<file path="src/rtl/regfile_dbg_port.sv">
// Debug initiator for the CPU register file: dumps a register range onto an
// output stream or loads an input stream into a range, after stalling the core.
module regfile_dbg_port #(
    parameter int REG_NUM = 32,
    parameter int ADDR_W  = 5,
    parameter int DATA_W  = 32
) (
    input  logic              clk,
    input  logic              rst,
    input  logic              cmd_valid,
    output logic              cmd_ready,
    input  logic              cmd_op,
    input  logic [ADDR_W-1:0] cmd_first,
    input  logic [ADDR_W-1:0] cmd_last,
    output logic              hold_req,
    input  logic              hold_ack,
    output logic              rf_re,
    output logic [ADDR_W-1:0] rf_raddr,
    input  logic [DATA_W-1:0] rf_rdata,
    output logic              rf_we,
    output logic [ADDR_W-1:0] rf_waddr,
    output logic [DATA_W-1:0] rf_wdata,
    output logic              out_valid,
    input  logic              out_ready,
    output logic [DATA_W-1:0] out_data,
    output logic [ADDR_W-1:0] out_addr,
    output logic              out_last,
    input  logic              in_valid,
    output logic              in_ready,
    input  logic [DATA_W-1:0] in_data,
    output logic              busy,
    output logic              done,
    output logic              err,
    output logic [2:0]        dbg_state
);

    // Handshakes on cmd/out/in: a word moves on a rising edge where valid and
    // ready are both high; a source holds valid and its payload until then.

    typedef enum logic [2:0] {
        S_IDLE = 3'd0,
        S_HOLD = 3'd1,
        S_RD   = 3'd2,
        S_OUT  = 3'd3,
        S_LOAD = 3'd4,
        S_FIN  = 3'd5
    } state_t;

    // Highest implemented register; ranges reaching past it are rejected.
    localparam logic [ADDR_W:0] LAST_REG = (ADDR_W + 1)'(REG_NUM - 1);

    state_t              state_q, state_d;
    logic [ADDR_W-1:0]   addr_q, addr_d;
    logic [ADDR_W-1:0]   last_q, last_d;
    logic                op_q, op_d;
    logic [DATA_W-1:0]   out_data_q, out_data_d;
    logic [ADDR_W-1:0]   out_addr_q, out_addr_d;
    logic                out_last_q, out_last_d;
    logic                err_q, err_d;
    logic                at_last;
    logic                cmd_bad;

    assign at_last   = (addr_q == last_q);
    assign cmd_bad   = (cmd_first > cmd_last) || ({1'b0, cmd_last} > LAST_REG);
    assign out_data  = out_data_q;
    assign out_addr  = out_addr_q;
    assign busy      = (state_q != S_IDLE);
    assign err       = err_q;
    assign dbg_state = state_q;

    always_comb begin
        state_d    = state_q;
        addr_d     = addr_q;
        last_d     = last_q;
        op_d       = op_q;
        out_data_d = out_data_q;
        out_addr_d = out_addr_q;
        out_last_d = out_last_q;
        err_d      = 1'b0;
        cmd_ready  = 1'b0;
        hold_req   = 1'b0;
        rf_re      = 1'b0;
        rf_raddr   = '0;
        rf_we      = 1'b0;
        rf_waddr   = '0;
        rf_wdata   = '0;
        out_valid  = 1'b0;
        out_last   = 1'b0;
        in_ready   = 1'b0;
        done       = err_q;

        case (state_q)
            S_IDLE: begin
                cmd_ready = 1'b1;
                if (cmd_valid) begin
                    if (cmd_bad) begin
                        err_d = 1'b1;
                    end else begin
                        addr_d  = cmd_first;
                        last_d  = cmd_last;
                        op_d    = cmd_op;
                        state_d = S_HOLD;
                    end
                end
            end
            S_HOLD: begin
                hold_req = 1'b1;
                if (hold_ack) begin
                    state_d = op_q ? S_LOAD : S_RD;
                end
            end
            S_RD: begin
                hold_req   = 1'b1;
                rf_re      = 1'b1;
                rf_raddr   = addr_q;
                out_data_d = rf_rdata;
                out_addr_d = addr_q;
                out_last_d = at_last;
                state_d    = S_OUT;
            end
            S_OUT: begin
                hold_req  = 1'b1;
                out_valid = 1'b1;
                out_last  = out_last_q;
                if (out_ready) begin
                    if (at_last) begin
                        state_d = S_FIN;
                    end else begin
                        addr_d  = addr_q + ADDR_W'(1);
                        state_d = S_RD;
                    end
                end
            end
            S_LOAD: begin
                hold_req = 1'b1;
                in_ready = 1'b1;
                rf_waddr = addr_q;
                rf_wdata = in_data;
                // Register 0 is hardwired: its word is consumed but dropped.
                rf_we    = in_valid && (addr_q != '0);
                if (in_valid) begin
                    if (at_last) begin
                        state_d = S_FIN;
                    end else begin
                        addr_d = addr_q + ADDR_W'(1);
                    end
                end
            end
            S_FIN: begin
                done    = 1'b1;
                state_d = S_IDLE;
            end
            default: begin
                state_d = S_IDLE;
            end
        endcase
    end

    always_ff @(posedge clk or negedge rst) begin
        if (!rst) begin
            state_q    <= S_IDLE;
            addr_q     <= '0;
            last_q     <= '0;
            op_q       <= 1'b0;
            out_data_q <= '0;
            out_addr_q <= '0;
            out_last_q <= 1'b0;
            err_q      <= 1'b0;
        end else begin
            state_q    <= state_d;
            addr_q     <= addr_d;
            last_q     <= last_d;
            op_q       <= op_d;
            out_data_q <= out_data_d;
            out_addr_q <= out_addr_d;
            out_last_q <= out_last_d;
            err_q      <= err_d;
        end
    end

endmodule

</file>
<file path="config.mk">
export PLATFORM = sky130hd
export DESIGN_NAME = regfile_dbg_port
export DESIGN_NICKNAME = d
export VERILOG_FILES = /design/src/rtl/regfile_dbg_port.sv
export SDC_FILE = /design/constraint.sdc
export NUM_CORES = 1
export LEC_CHECK = 0
export ABC_AREA = 1
export CAP_MARGIN = 20
export CORE_AREA = 5 5 104 106
export DETAILED_ROUTE_END_ITERATION = 8
export DIE_AREA = 0 0 109 111
export PLACE_DENSITY = 0.65
export SLEW_MARGIN = 40
export SYNTH_ARGS = -nofsm -noshare
export SYNTH_HDL_FRONTEND = slang
export SYNTH_SLANG_ARGS = --single-unit
</file>
<file path="constraint.sdc">
create_clock -name clk -period 3.4 [get_ports clk]
set_input_delay 0.68 -clock clk [delete_from_list [all_inputs] [get_ports clk]]
set_output_delay 0.68 -clock clk [all_outputs]
set_load 0.1 [all_outputs]
</file>
==> results.txt <==
outcome: complete, no violations
worst r2r src: dbg_state[0]$_DFFE_PN0P_
critical path buffer and inverter count: 2
unrepaired setup endpoints after global routing: no
Place WS: 836 ps
# diodes: 0
Initial Utilization: 0.295
Max Freq: 0.347 GHz
CP Capture Type: primary output
Ys Warns: 0
synth unique cells: 28
Startpoint Class: flop
CTS Buf Count: 5
Placer Congestion: 0.837
Die ar.: 0.0121 mm^2
clk root buf: clkbuf_8
CP max stage cell: dfrtp_1
core area: 0.00968 mm^2
Slew @ Worst Pin: 611 ps
Vias/cell: 4.32
clock-pin slew on the worst setup and hold paths: 90 ps
EDFF count, synth: 0
Max FO, Critical Path: 25
required time of the worst setup path: 2720 ps
gr usage total: 0.152
CTS resizes: 0
reg2reg end: addr_q[2]$_DFFE_PN0P_
Layout area overhead: 80.6%
Clock Sinks: 53
Final Hold Viols: 0
Die H: 111 um
CTS max path bufs: 2
vias in the first global route: 3049
CP top delay family: simple AND/OR/NAND/NOR gates
HPWL Detailed: 7550 um
crit path cell chain: nor2_1 > nand2_2 > buf_4 > nor2_1 > buf_12
Post-Syn Nets: 488
Hold Buf Count CTS: 0
Routed WL per cell: 13.2 um
CTS tree: built
ys async rst share: 1.00
Final TNS setup: 0 ps
Top cell by count, worst path: nor2_1
Final Net Count: 658
gate count of the mapped netlist: 400
Mapped Area: 0.00286 mm^2
DRT Pass-1 Iters: 4
Tightest Hold Check Type: in2async
H-tree levels: 2
GR Overflow Total: 0
final setup vio count: 0
clk_skew: 2.90 ps
R2R Setup Slk: 1160 ps
initial antenna violation count: 0
Max Cap Viol: 0
first-pass GRT wire length: 15000 um
ys flop type: dfrtp_1
Die Span X: 109 um
Yosys reg bits: 53
# port buffers: 172
WP data arrival: 2200 ps
R2R depth: 8
post-synthesis sequential area ratio: 0.464
ANT nets after route: 0
Remaining DRCs: 0
CP peak stage delay: 530 ps
Ports: 173
critical path type: reg2out
final setup margin: 519 ps
largest net degree at the start of global routing: 38
Post CTS Setup Buffer Count: 0
headroom to the max-slew limit: 0.591
WL final: 9280 um
clk_lat worst skew: 300 ps
min Tclk post-route: 2880 ps
initial DRC count: 174
Row Count: 36
final worst path period share: 0.847
Post-Syn Area per Cell: 7.14 um^2
Hold Slack: 281 ps
share of layout cells above drive strength 1: 0.249
Slew Limit Fails: 0
via count: 3043
## layout make-up
class	instances	area, um^2
Sequential cell	53	1330
Tap cell	133	166
Inverter	59	221
Fill cell	915	4520
Multi-Input combinational cell	274	1310
Clock buffer	6	72.6
Timing Repair Buffer	177	2030
Clock inverter	2	38.8
## synthesized netlist by cell type, types with 2 or more instances
master	n	area share
nand2_1	154	0.20
inv_1	57	0.075
nor2_1	55	0.072
dfrtp_1	53	0.46
o21ai_0	21	0.037
nand3_1	14	0.025
buf_2	8	0.014
ha_1	7	0.031
clkbuf_1	4	0.0053
nand2_2	3	0.0066
nand4_1	3	0.0066
a21oi_1	2	0.0035
buf_4	2	0.0053
inv_2	2	0.0026
nor2_4	2	0.0079
## logic make-up after synthesis
group	Yosys count	share of synthesized area
muxes	1	0.00394
adders and majority gates	7	0.0306
AOI/OAI and AO/OA	27	0.0517
and+or+nand+nor	238	0.345
buffers and inverters	73	0.102
DFF	53	0.464
xor gates and xnor gates	1	0.00307
## through the flow
stage,cell area (um^2),util,instances
after global routing,5160,0.533,704
after floorplan,2920,-,400
after detailed placement,5050,0.521,696
after global placement,5160,0.533,696
final,5160,0.533,704
after CTS,5160,0.533,704
## flip-flops by register name, indices dropped and copies added, names as in the netlist
signal	count
out_data	32
err	1
op_q	1
addr_q	5
last_q	5
out_last_q	1
out_addr	5
dbg_state	3
## worst max path at each step
stage | to | from | cells past startpoint
after floorplan | rf_we | dbg_state[0]$_DFFE_PN0P_ | 5
after global placement | rf_raddr[4] | dbg_state[2]$_DFFE_PN0P_ | 6
after detailed placement | rf_wdata[24] | dbg_state[0]$_DFFE_PN0P_ | 5
after CTS | rf_wdata[6] | dbg_state[0]$_DFFE_PN0P_ | 5
after global routing | rf_wdata[6] | dbg_state[0]$_DFFE_PN0P_ | 5
final | rf_wdata[6] | dbg_state[0]$_DFFE_PN0P_ | 5
## cells in the final DEF (no fill, tap or decap), types with 5 or more instances in the layout
cell type | netlist | final
buf_12 | 0 | 45
clkdlybuf4s50_1 | 0 | 79
nor2_2 | 1 | 22
buf_2 | 8 | 24
nor2_1 | 55 | 34
o21ai_0 | 21 | 21
buf_4 | 2 | 29
nand2_1 | 154 | 154
dfrtp_1 | 53 | 53
inv_1 | 57 | 57
nand3_1 | 14 | 14
ha_1 | 7 | 7
clkbuf_8 | 0 | 5
## layer usage
layer  GRT usage  vias up  routed length, um
met3      0.0547        7                939
met2       0.252      129               4330
met4      0.0337        0                 75
met1       0.188     1372               3940
li1            -     1535                  -
met5           0        -                  0
Power is not shown: default switching activity piles up to over one toggle a cycle in this logic, so the estimate is an artifact.
